File: src/rtl/clk_en_pkg.sv
`default_nettype none
//==========================================================================
// clk_en_pkg : shared types, constants and width helpers for clk_en_gen
// Rev 1.0
//==========================================================================
package clk_en_pkg;

   typedef enum logic [0:0] {
      LOCKING = 1'b0,
      LOCKED  = 1'b1
   } lock_state_t;

   localparam int MIN_DIV = 2;

   // Index width for a count of n items, never narrower than one bit.
   function automatic int idx_width(input int n);
      return (n > 1) ? $clog2(n) : 1;
   endfunction

   // floor(D/2) for any D representable in cnt_w bits fits in cnt_w-1 bits.
   function automatic int half_width(input int cnt_w);
      return (cnt_w > 1) ? (cnt_w - 1) : 1;
   endfunction

endpackage
`default_nettype wire

File: src/rtl/clk_en_gen_if.sv
`default_nettype none
//==========================================================================
// clk_en_gen_if : configuration request/response handshake for clk_en_gen
// Rev 1.0
//==========================================================================
interface clk_en_gen_if
   import clk_en_pkg::*;
#(
   parameter int N_CH  = 2,
   parameter int CNT_W = 16
) ();

   localparam int CH_W = idx_width(N_CH);

   logic              cfg_valid;
   logic              cfg_ready;
   logic [CH_W-1:0]   cfg_ch;
   logic [CNT_W-1:0]  cfg_div;
   logic              cfg_en;
   logic              cfg_err;

   modport master (
      output cfg_valid, cfg_ch, cfg_div, cfg_en,
      input  cfg_ready, cfg_err
   );

   modport slave (
      input  cfg_valid, cfg_ch, cfg_div, cfg_en,
      output cfg_ready, cfg_err
   );

endinterface
`default_nettype wire

File: src/rtl/clk_en_chan.sv
`default_nettype none
//==========================================================================
// clk_en_chan : one divide-by-D channel producing a strobe and square wave
// Rev 1.0
//==========================================================================
module clk_en_chan
   import clk_en_pkg::*;
#(
   parameter int CNT_W       = 16,
   parameter int DEFAULT_DIV = 10
) (
   input  wire logic             clk_0,
   input  wire logic             rst_0,
   input  wire logic             load,
   input  wire logic             restart,
   input  wire logic [CNT_W-1:0] div_in,
   input  wire logic             en_in,
   output logic                  ce,
   output logic                  sq
);

   localparam int               HALF_W = half_width(CNT_W);
   localparam logic [CNT_W-1:0] C_ONE  = CNT_W'(1);
   localparam logic [CNT_W-1:0] C_DEF  = CNT_W'(DEFAULT_DIV);

   logic [CNT_W-1:0]  div_q, div_d;
   logic              en_q, en_d;
   logic [CNT_W-1:0]  cnt_q, cnt_d;
   logic [CNT_W-1:0]  last;
   logic [HALF_W-1:0] half;

   assign last = div_q - C_ONE;
   assign half = div_q[CNT_W-1:CNT_W-HALF_W];

   always_comb begin
      div_d = div_q;
      en_d  = en_q;
      cnt_d = cnt_q + C_ONE;
      if (load) begin
         div_d = div_in;
         en_d  = en_in;
         cnt_d = '0;
      end else if (restart || !en_q || (cnt_q == last)) begin
         cnt_d = '0;
      end
   end

   always_ff @(posedge clk_0) begin
      if (rst_0) begin
         div_q <= C_DEF;
         en_q  <= 1'b1;
         cnt_q <= '0;
      end else begin
         div_q <= div_d;
         en_q  <= en_d;
         cnt_q <= cnt_d;
      end
   end

   // Outputs are held low throughout reset even though cnt is already 0.
   assign ce = !rst_0 && en_q && (cnt_q == last);
   assign sq = !rst_0 && en_q && (cnt_q < CNT_W'(half));

endmodule
`default_nettype wire

File: src/rtl/clk_en_gen.sv
`default_nettype none
//==========================================================================
// clk_en_gen : multi-channel programmable clock-enable generator with lock
// Rev 1.0
//==========================================================================
module clk_en_gen
   import clk_en_pkg::*;
#(
   parameter int N_CH        = 2,
   parameter int CNT_W       = 16,
   parameter int DEFAULT_DIV = 10,
   parameter int LOCK_CYC    = 16,
   parameter bit ALIGN       = 1'b0
) (
   input  wire logic         clk_0,
   input  wire logic         rst_0,
   clk_en_gen_if.slave       cfg,
   output logic [N_CH-1:0]   ce_out,
   output logic [N_CH-1:0]   sq_out,
   output logic              locked_0
);

   localparam int               CH_W        = idx_width(N_CH);
   localparam int               LK_W        = idx_width(LOCK_CYC);
   localparam logic [CH_W:0]    C_NCH       = (CH_W + 1)'(N_CH);
   localparam logic [LK_W-1:0]  C_LOCK_LAST = LK_W'(LOCK_CYC - 1);
   localparam logic [LK_W-1:0]  C_LK_ONE    = LK_W'(1);
   localparam logic [CNT_W-1:0] C_MIN_DIV   = CNT_W'(MIN_DIV);

   lock_state_t      state_q, state_d;
   logic [LK_W-1:0]  lock_cnt_q, lock_cnt_d;
   logic             err_q, err_d;
   logic             xfer;
   logic             bad_req;
   logic [N_CH-1:0]  load;
   logic [N_CH-1:0]  restart;

   assign xfer    = cfg.cfg_valid && (state_q == LOCKED);
   assign bad_req = (cfg.cfg_div < C_MIN_DIV) || ({1'b0, cfg.cfg_ch} >= C_NCH);

   always_comb begin
      state_d    = state_q;
      lock_cnt_d = lock_cnt_q;
      err_d      = 1'b0;
      load       = '0;
      restart    = '0;
      case (state_q)
         LOCKING: begin
            if (lock_cnt_q == C_LOCK_LAST) begin
               state_d = LOCKED;
            end else begin
               lock_cnt_d = lock_cnt_q + C_LK_ONE;
            end
         end
         LOCKED: begin
            if (xfer) begin
               if (bad_req) begin
                  // Rejected requests are consumed without disturbing lock.
                  err_d = 1'b1;
               end else begin
                  state_d    = LOCKING;
                  lock_cnt_d = '0;
                  for (int i = 0; i < N_CH; i++) begin
                     load[i] = (cfg.cfg_ch == CH_W'(i));
                  end
                  restart = ALIGN ? '1 : '0;
               end
            end
         end
         default: state_d = LOCKING;
      endcase
   end

   always_ff @(posedge clk_0) begin
      if (rst_0) begin
         state_q    <= LOCKING;
         lock_cnt_q <= '0;
         err_q      <= 1'b0;
      end else begin
         state_q    <= state_d;
         lock_cnt_q <= lock_cnt_d;
         err_q      <= err_d;
      end
   end

   assign locked_0      = !rst_0 && (state_q == LOCKED);
   assign cfg.cfg_ready = locked_0;
   assign cfg.cfg_err   = !rst_0 && err_q;

   generate
      for (genvar g = 0; g < N_CH; g++) begin : g_chan
         clk_en_chan #(
            .CNT_W       (CNT_W),
            .DEFAULT_DIV (DEFAULT_DIV)
         ) u_chan (
            .clk_0   (clk_0),
            .rst_0   (rst_0),
            .load    (load[g]),
            .restart (restart[g]),
            .div_in  (cfg.cfg_div),
            .en_in   (cfg.cfg_en),
            .ce      (ce_out[g]),
            .sq      (sq_out[g])
         );
      end
   endgenerate

endmodule
`default_nettype wire

File: src/flat_wrapper.sv
// flat-port wrapper written by rule: the top's interface ports become plain ports
module clk_en_gen_flat import clk_en_pkg::*;
#(
   parameter int N_CH        = 2,
   parameter int CNT_W       = 16,
   parameter int DEFAULT_DIV = 10,
   parameter int LOCK_CYC    = 16,
   parameter bit ALIGN       = 1'b0
)
  (clk_0, rst_0, ce_out, sq_out, locked_0, cfg_cfg_valid, cfg_cfg_ch, cfg_cfg_div, cfg_cfg_en, cfg_cfg_ready, cfg_cfg_err);
  clk_en_gen_if #(.N_CH(N_CH), .CNT_W(CNT_W)) cfg_i ();
  input  wire logic clk_0;
  input  wire logic rst_0;
  output logic [N_CH-1:0] ce_out;
  output logic [N_CH-1:0] sq_out;
  output logic locked_0;
  input wire logic [$bits(cfg_i.cfg_valid)-1:0] cfg_cfg_valid;
  input wire logic [$bits(cfg_i.cfg_ch)-1:0] cfg_cfg_ch;
  input wire logic [$bits(cfg_i.cfg_div)-1:0] cfg_cfg_div;
  input wire logic [$bits(cfg_i.cfg_en)-1:0] cfg_cfg_en;
  output wire logic [$bits(cfg_i.cfg_ready)-1:0] cfg_cfg_ready;
  output wire logic [$bits(cfg_i.cfg_err)-1:0] cfg_cfg_err;
  assign cfg_i.cfg_valid = cfg_cfg_valid;
  assign cfg_i.cfg_ch = cfg_cfg_ch;
  assign cfg_i.cfg_div = cfg_cfg_div;
  assign cfg_i.cfg_en = cfg_cfg_en;
  assign cfg_cfg_ready = cfg_i.cfg_ready;
  assign cfg_cfg_err = cfg_i.cfg_err;
  clk_en_gen #(.N_CH(N_CH), .CNT_W(CNT_W), .DEFAULT_DIV(DEFAULT_DIV), .LOCK_CYC(LOCK_CYC), .ALIGN(ALIGN)) u_core (.clk_0(clk_0), .rst_0(rst_0), .cfg(cfg_i), .ce_out(ce_out), .sq_out(sq_out), .locked_0(locked_0));
endmodule
File: config.mk
export PLATFORM = sky130hd
export DESIGN_NAME = clk_en_gen_flat
export DESIGN_NICKNAME = d
export VERILOG_FILES = /design/src/rtl/clk_en_pkg.sv /design/src/rtl/clk_en_gen_if.sv /design/src/rtl/clk_en_chan.sv /design/src/rtl/clk_en_gen.sv /design/src/flat_wrapper.sv
export SDC_FILE = /design/constraint.sdc
export NUM_CORES = 1
export LEC_CHECK = 0
export BUFFER_PORTS_ARGS = -buffer_cell sky130_fd_sc_hd__buf_2
export CAP_MARGIN = 30
export CORE_MARGIN = 2
export CORE_UTILIZATION = 30
export CTS_CLUSTER_SIZE = 40
export DETAILED_ROUTE_END_ITERATION = 7
export PLACE_DENSITY_LB_ADDON = 0.1
export SYNTH_ARGS = -nofsm -noshare
export SYNTH_HDL_FRONTEND = slang
export SYNTH_HIERARCHICAL = 1
export SYNTH_SLANG_ARGS = --single-unit
File: constraint.sdc
create_clock -name clk_0 -period 3.8 [get_ports clk_0]
set_clock_uncertainty 0.05 [all_clocks]
set_input_delay 0.57 -clock clk_0 [delete_from_list [all_inputs] [get_ports clk_0]]
set_output_delay 0.57 -clock clk_0 [all_outputs]
set_load 0.01 [all_outputs]
==> results of run 1 <==
==> final cells by class <==
cell class | instances | area share (%)
well taps | 220 | 4.90
multi-input cells | 433 | 57.3
clock buffers | 9 | 4.01
flip-flops and latches | 72 | 25.7
inverters | 45 | 3.01
repair buffers | 38 | 3.88
clock inverters | 7 | 1.29
==> tightest hold or removal path, cell delays in order (launching register included) <==
cell,delay (ns)
dfxtp_1,0.31
inv_1,0.04
o21ai_0,0.05
==> what timing repair did <==
| action | in CTS | in global routing |
|---|---|---|
| endpoints found under the hold margin | 0 | 0 |
| buffers inserted | 0 | 3 |
| hold buffers | 0 | 0 |
| setup endpoints to repair | 0 | 1 |
==> worst paths after layout <==
check	slack, ns	endpoint	depth (start not counted)
worst max-delay path	0.28	ce_out[0]	9
worst min-delay path	0.40	u_core/g_chan[0].u_chan/en_q	2
worst max register to register	1.08	u_core/g_chan[0].u_chan/cnt_q[2]	9
worst min register to register	0.40	u_core/g_chan[0].u_chan/en_q	2
==> metal layers <==
metal / global-route usage (%) / vias to the layer above
met4: 4.00 / 0
met3: 3.98 / 13
met2: 23.0 / 59
met5: 0 / -
met1: 22.3 / 1956
li1: - / 2087
==> Yosys cell counts (3+ instances only) <==
| master | instances | area, um2 |
|---|---|---|
| o211ai_1 | 6 | 45.0 |
| buf_4 | 3 | 22.5 |
| nand4_1 | 10 | 62.6 |
| and2_1 | 7 | 43.8 |
| and4_1 | 8 | 70.1 |
| nand2b_1 | 4 | 25.0 |
| dfxtp_1 | 72 | 1440 |
| nor4_4 | 3 | 63.8 |
| nor4_1 | 4 | 25.0 |
| a21oi_1 | 43 | 215 |
| o21ai_0 | 6 | 30.0 |
| and3_1 | 4 | 25.0 |
| nor2_1 | 45 | 169 |
| nand3_1 | 16 | 80.1 |
| a41oi_1 | 6 | 52.6 |
| buf_2 | 4 | 20.0 |
| ha_1 | 33 | 413 |
| mux2i_1 | 30 | 300 |
| xor2_1 | 20 | 175 |
| nand2_1 | 52 | 195 |
| and3b_1 | 4 | 35.0 |
| nor3_1 | 16 | 80.1 |
| xnor2_1 | 47 | 412 |
| o311ai_0 | 3 | 26.3 |
| a211oi_1 | 5 | 37.5 |
| nor2b_1 | 4 | 25.0 |
| o41ai_2 | 3 | 48.8 |
| clkbuf_1 | 19 | 71.3 |
| nor4_2 | 5 | 62.6 |
| a21o_1 | 10 | 75.1 |
| buf_1 | 4 | 15.0 |
| inv_1 | 45 | 169 |
==> power by group through the flow <==
stage,registers (mW),clock network (mW),logic [mW]
final,0.765,0.867,0.0686
after global routing,0.766,0.924,0.0761
after CTS,0.765,0.897,0.0704
after detailed placement,0.782,0,0.0701
after global placement,0.782,0,0.0696
after floorplan,0.780,0,0.0344
==> per-stage QoR <==
| stage | setup WS (ns) | std cells |
|---|---|---|
| floorplan | 0.971 | 582 |
| global placement | 0.617 | 805 |
| detailed placement | 0.479 | 805 |
| CTS | 0.103 | 821 |
| global route | 0.0956 | 824 |
| finish | 0.283 | 824 |
==> state kept, by name (all words and copies together) (netlist names) <==
signal and count:
u_core/g_chan.u_chan/cnt_q 32, u_core/lock_cnt_q 4, u_core/state_q 1, u_core/g_chan.u_chan/div_q 32, u_core/g_chan.u_chan/en_q 2, u_core/err_q 1
==> cells by family after synthesis <==
kind of cell	count (synthesis)	synth area share (%)
compound gates	105	16.0
xor+xnor	67	11.8
fa+ha+maj	33	8.31
buf+inv	77	6.44
flops	72	29.0
mux	30	6.04
other cells	1	0.0754
simple gates	196	22.4
==> impl_metrics.ini, run 1 <==
[outcome]
status = finished, final reports clean

[synthesis]
seq_area_frac_synth_pct = 29.0
yosys_warnings = 6
ys_types = 55
syn_inst = 581
synth_edf_count = 0
synth-main-ff-cell = dfxtp_1
syn_avg_cell_area_um2 = 8.56
ys_ff_latch = 72
synth-async-reset-ratio_pct = 0
netlist_area_um2 = 4970

[route]
drt_iter0_drc = 121
viasPerCell = 4.99
first_pass_iters = 4
dr_wl_met3_um = 457
wl_per_cell_um = 15.8
ant_nets = 0
vias = 4115
wl_um = 13000
drc_errors = 0
route.met2.wl_um = 5570
drt-met1-wl_um = 6840
top_layer = met4

[pwr]
power.leakage_nw = 2.21
power_density_nw_per_um2 = 303
power.switching_mw = 0.408
total_power_mw = 1.70
internal_power_mw = 1.29
pwr-share-clk_pct = 51.0
p_seq_share_pct = 45.0
peakVddDrop_mv = 0.214
power_frac_comb_pct = 4.0
swShare_pct = 24.0

[sta]
maxSlewViolCount = 0
finalSetupViolations = 0
worstMarginPinSlew_ns = 0.518
fin_crit_sh_pct = 92.6
hold_slack_ns = 0.403
relSlewSlack_pct = 65.2
tns_ns = 0
finalHoldViolations = 0
clock.fmax_ghz = 0.284
rsz0062_at_grt = false
finalCriticalPeriod_ns = 3.52

[cells_and_area]
nets = 653
multiInputGateArea_um2 = 3220
drive_gt1_share_pct = 13.6
mostFrequentLayoutCells = dfxtp_1, nand2_1, xnor2_1, inv_1, nor2_1
layout_commonest_cell = dfxtp_1
utilization_pct = 34.2
regArea_um2 = 1440
design_area_um2 = 5620
n_antenna_cell = 0
num-fill-cells = 1716
syn_to_final_growth_pct = 13.0

[place]
placed_area_um2 = 5300
hpwlAfterDp_um = 9760
gp_congestion = 0.810
io_buffer_count = 27

[worst_hold_path]
holdCritPathClass = flop to flop
hp-start = u_core/g_chan[0].u_chan/en_q

[clock_tree]
cts_tree = yes
cts_resized = 0
cts_root_buf = clkbuf_16
cts.htree.levels = 3
clkSlewWorstSetupHoldPaths_ns = 0.06
cts_made_buffers = 9
cts_sinks = 72
clk_path_buf_depth = 2
worst_skew_pair.late_latency_ns = 0.35

[critical_path]
critPathMaxFanout = 6
path_cells = inv_1 > ha_1 > or4b_4 > o41ai_2 > o2111ai_1 > nor4b_2 > o2111a_2 > and3b_1 > buf_2
crit_buf_inv = 2
crit_path_start_kind = flop
crit_type = flop to primary output
crit_slowest_cell = or4b_4
timing.rr.start = u_core/g_chan[0].u_chan/div_q[0]
arrival_ns = 2.90
worstSetupStartpoint = u_core/g_chan[0].u_chan/div_q[0]
critPathTopFamily = simple AND/OR/NAND/NOR gates
end_kind = primary output
cpPeakStageDelay_ns = 0.52
crit_required_ns = 3.18

[floorplan]
rows = 47
start_util_pct = 30.3
core_area_um2 = 16400
die_area_um2 = 17600
die_y_um = 133
fp.dieW_um = 133
io_pins = 28

[global_routing]
grt_pass1_wl_um = 21700
grt_pass1_vias = 4009
overflow = 0
track_usage_pct = 15.5
grt_max_degree = 41
antenna_found_initial = 0

[flow_run]
maxCapViolCount = 0
Note: power is estimated with default switching activity, not from simulation.
==> run 2: changes to the inputs <==
- CORE_UTILIZATION: 30 -> 60
==> impl_metrics.ini, run 2 (synthesis gave the netlist of run 1 again) <==
[critical_path]
crit_slowest_cell = or4b_4
r2r_setup_slack_ns = 1.13
timing.rr.start = u_core/g_chan[0].u_chan/div_q[0]
critPathTopFamily = simple AND/OR/NAND/NOR gates
arrival_ns = 3.02
end_kind = primary output
path_depth = 9
worstRegToRegCells = 9
crit_end = ce_out[1]
crit_required_ns = 3.18
worstSetupStartpoint = u_core/g_chan[1].u_chan/div_q[1]
crit_path_start_kind = flop
critPathMaxFanout = 17
reg2reg_to = u_core/g_chan[0].u_chan/cnt_q[8]
crit_type = flop to primary output
cpPeakStageDelay_ns = 0.52
path_cells = inv_1 > ha_1 > or4b_4 > o41ai_2 > o2111ai_1 > nor4b_2 > o2111a_2 > and3b_1 > buf_2
crit_buf_inv = 2

[cells_and_area]
nets = 650
layout_commonest_cell = dfxtp_1
mostFrequentLayoutCells = dfxtp_1, nand2_1, xnor2_1, inv_1, nor2_1
syn_to_final_growth_pct = 8.03
reg.largest.list = u_core/g_chan.u_chan/cnt_q x32, u_core/g_chan.u_chan/div_q x32, u_core/lock_cnt_q x4
design_area_um2 = 5370
n_antenna_cell = 0
utilization_pct = 66.0
drive_gt1_share_pct = 13.0

[floorplan]
start_util_pct = 61.1
rows = 33
io_pins = 28
core_area_um2 = 8130
die_area_um2 = 9030
die_y_um = 95.0
fp.dieW_um = 95.0

[route]
drc_errors = 0
vias = 4177
wl_per_cell_um = 16.2
first_pass_iters = 5
viasPerCell = 5.92
wl_um = 11400
ant_nets = 0
drt_iter0_drc = 257

[sta]
worstMarginPinSlew_ns = 0.794
rsz0062_at_grt = false
fin_crit_sh_pct = 95.9
finalCriticalPeriod_ns = 3.64
relSlewSlack_pct = 46.4
maxSlewViolCount = 0
tns_ns = 0
finalHoldViolations = 0
finalSetupViolations = 0
clock.fmax_ghz = 0.274

[global_routing]
track_usage_pct = 27.0
grt_pass1_vias = 4024
grt_pass1_wl_um = 19100
overflow = 0
grt_max_degree = 41
antenna_found_initial = 0

[place]
io_buffer_count = 27
hpwlAfterDp_um = 8460
placed_area_um2 = 5170
gp_congestion = 0.842

[clock_tree]
cts_tree = yes
clkSlewWorstSetupHoldPaths_ns = 0.08
post-cts-setup-buffers = 0
cts_made_buffers = 9
worst_skew_pair.late_latency_ns = 0.34
cts.htree.levels = 3
cts_resized = 0
cts_sinks = 72
clk_path_buf_depth = 2
cts_root_buf = clkbuf_8
hold_buffers = 0

[worst_hold_path]
holdCritPathClass = flop to flop
hold_depth = 2

[pwr]
power_density_nw_per_um2 = 270
power.leakage_nw = 2.16
peakVddDrop_mv = 0.284
total_power_mw = 1.45

[outcome]
status = finished, final reports clean

[flow_run]
maxCapViolCount = 0
-- run 2: routing by layer --
metal / global-route usage [%] / share of wire [%] / vias to the layer above / routed length (um)
li1: - / - / 2074 / -
met1: 38.6 / 50 / 1977 / 5680
met2: 41.5 / 43 / 111 / 4950
met3: 4.58 / 5.8 / 15 / 666
met4: 8.45 / 1.3 / 0 / 146
met5: 0 / 0 / - / 0
-- run 2: worst reg2reg max path, cell delays in order, from the launching register on --
cell	delay [ns]
dfxtp_1	0.37
inv_1	0.08
ha_1	0.27
or4b_4	0.52
o41ai_2	0.22
o2111ai_1	0.16
nor4b_2	0.33
o2111a_2	0.26
buf_4	0.21
a21oi_1	0.10
-- run 2: worst min path at each step --
stage	start	slack, ns	endpoint
6_report	u_core/g_chan[1].u_chan/en_q	0.41	u_core/g_chan[1].u_chan/en_q
5_1_grt	cfg_cfg_en	0.43	u_core/g_chan[0].u_chan/en_q
4_1_cts	u_core/g_chan[1].u_chan/en_q	0.41	u_core/g_chan[1].u_chan/en_q
3_5_place_dp	u_core/g_chan[1].u_chan/en_q	0.40	u_core/g_chan[1].u_chan/en_q
3_3_place_gp	u_core/g_chan[1].u_chan/en_q	0.39	u_core/g_chan[1].u_chan/en_q
2_1_floorplan	u_core/g_chan[0].u_chan/en_q	0.38	u_core/g_chan[0].u_chan/en_q
-- run 2: cell type report --
class	instances	area [um2]
Multi-Input combinational cell	433	3220
Inverter	45	169
Sequential cell	72	1440
Clock inverter	5	56.3
Tap cell	105	131
Clock buffer	11	141
Timing Repair Buffer	35	215
Fill cell	684	2760
-- run 2: per-stage QoR --
stage | cells | hold slack, ns | setup slack (ns)
final | 706 | 0.412 | 0.157
after global routing | 706 | 0.429 | 0.0256
after CTS | 706 | 0.413 | 0.159
after detailed placement | 690 | 0.402 | 0.541
after global placement | 689 | 0.393 | 0.646
after floorplan | 582 | 0.380 | 0.971
-- run 2: where the power goes --
| part | switching [mW] | internal (mW) |
|---|---|---|
| registers | 0.00617 | 0.759 |
| logic | 0.0405 | 0.0251 |
| clock network | 0.300 | 0.321 |
==> run 3: changes to the inputs <==
- CORE_ASPECT_RATIO: not set -> 0.6
==> impl_metrics.ini, run 3 (synthesis gave the netlist of run 1 again) <==
[cells_and_area]
syn_to_final_growth_pct = 9.46
layout.cells.non_filler = 711
drive_gt1_share_pct = 13.4
n_antenna_cell = 0
mostFrequentLayoutCells = dfxtp_1, nand2_1, xnor2_1, inv_1, nor2_1
utilization_pct = 68.5
reg.largest.list = u_core/g_chan.u_chan/cnt_q x32, u_core/g_chan.u_chan/div_q x32, u_core/lock_cnt_q x4
nets = 653
layout_commonest_cell = dfxtp_1

[flow_run]
maxCapViolCount = 0

[clock_tree]
clk_path_buf_depth = 2
cts_tree = yes
worst_skew_pair.late_latency_ns = 0.34
cts_sinks = 72
cts_root_buf = clkbuf_16
cts_made_buffers = 9
clkSlewWorstSetupHoldPaths_ns = 0.06
cts.htree.levels = 3

[critical_path]
worstRegToRegCells = 9
r2r_setup_slack_ns = 1.06
arrival_ns = 2.93
end_kind = primary output
crit_type = flop to primary output
critPathMaxFanout = 6
crit_path_start_kind = flop
crit_required_ns = 3.18
reg2reg_to = u_core/g_chan[1].u_chan/cnt_q[11]
timing.rr.start = u_core/g_chan[1].u_chan/div_q[0]

[sta]
rsz0062_at_grt = false
finalCriticalPeriod_ns = 3.55
maxSlewViolCount = 0
tns_ns = 0
fin_crit_sh_pct = 93.5
finalSetupViolations = 0
hold_slack_ns = 0.406
finalHoldViolations = 0
clock.fmax_ghz = 0.281
relSlewSlack_pct = 50.6
worstMarginPinSlew_ns = 0.742

[floorplan]
fp.dieW_um = 122
core_area_um2 = 7950
io_pins = 28
die_area_um2 = 9050
rows = 25
start_util_pct = 62.6
die_y_um = 74.5

[global_routing]
grt_pass1_wl_um = 19900
overflow = 0
antenna_found_initial = 0
grt_pass1_vias = 3881
grt_max_degree = 42
track_usage_pct = 28.5

[place]
io_buffer_count = 27
hpwlAfterDp_um = 9220
gp_congestion = 0.933
post-place-cells = 692

[route]
drc_errors = 0
wl_per_cell_um = 17.4
ant_nets = 0
first_pass_iters = 5
wl_um = 12300
viasPerCell = 6.01
drt_iter0_drc = 400
vias = 4274

[worst_hold_path]
hp-start = u_core/g_chan[1].u_chan/en_q
hold_depth = 2
holdCritPathClass = flop to flop
hold-path-endpoint = u_core/g_chan[1].u_chan/en_q

[pwr]
power.leakage_nw = 2.19
total_power_mw = 1.59
power_density_nw_per_um2 = 293
peakVddDrop_mv = 0.232

[outcome]
status = finished, final reports clean
run 3: cell count changes in the layout (fill, tap and decap cells not counted), moves of 2 or more:
| cell | previous run | this run |
|---|---|---|
| buf_4 | 7 | 11 |
| clkinvlp_4 | 1 | 3 |
| clkbuf_8 | 10 | 0 |
| clkbuf_16 | 0 | 9 |
run 3: layout make-up:
type / count / area (um2)
Clock buffer: 9 / 225
Clock inverter: 6 / 37.5
Fill cell: 697 / 2500
Inverter: 45 / 169
Multi-Input combinational cell: 433 / 3220
Sequential cell: 72 / 1440
Tap cell: 108 / 135
Timing Repair Buffer: 38 / 218
run 3: what timing repair did:
item,in CTS,in global routing
resized for setup,0,0
hold buffers,0,0
buffers inserted,0,4
endpoints found under the setup margin,0,1
run 3: worst max path at each step:
stage                                     start         to  slack, ns  cells past startpoint
6_report       u_core/g_chan[0].u_chan/div_q[1]  ce_out[0]       0.25                      9
2_1_floorplan  u_core/g_chan[0].u_chan/div_q[0]  ce_out[0]       0.97                      8
5_1_grt        u_core/g_chan[1].u_chan/div_q[0]  ce_out[1]       0.08                      9
3_5_place_dp   u_core/g_chan[1].u_chan/div_q[0]  ce_out[1]       0.49                      9
4_1_cts        u_core/g_chan[1].u_chan/div_q[0]  ce_out[1]       0.12                      9
3_3_place_gp   u_core/g_chan[1].u_chan/div_q[0]  ce_out[1]       0.61                      9
run 3: report_power, final:
group	total [mW]	switching [mW]	internal, mW
registers	0.765	0.00546	0.760
logic	0.0673	0.0427	0.0245
clock network	0.761	0.327	0.434
run 3: per-layer routing:
metal,GRT usage (%),vias to the layer above,share of wire [%]
li1,-,2086,-
met1,43.2,2030,53
met2,40.3,145,39
met3,6.60,13,6.8
met4,8.05,0,1.1
met5,0,-,0
run 3: through the flow:
| step | setup WS (ns) | cell area [um2] |
|---|---|---|
| CTS | 0.121 | 5410 |
| global placement | 0.614 | 5150 |
| global route | 0.0834 | 5440 |
| floorplan | 0.971 | 4970 |
| detailed placement | 0.489 | 5150 |
| finish | 0.247 | 5440 |
run 3: worst max-delay path: stages, from the launching register on:
cell       delay, ns
dfxtp_1         0.34
inv_1           0.09
ha_1            0.27
or4b_4          0.53
o41ai_2         0.20
o2111ai_1       0.16
nor4b_2         0.33
o2111a_2        0.25
and3b_1         0.26
buf_2           0.17
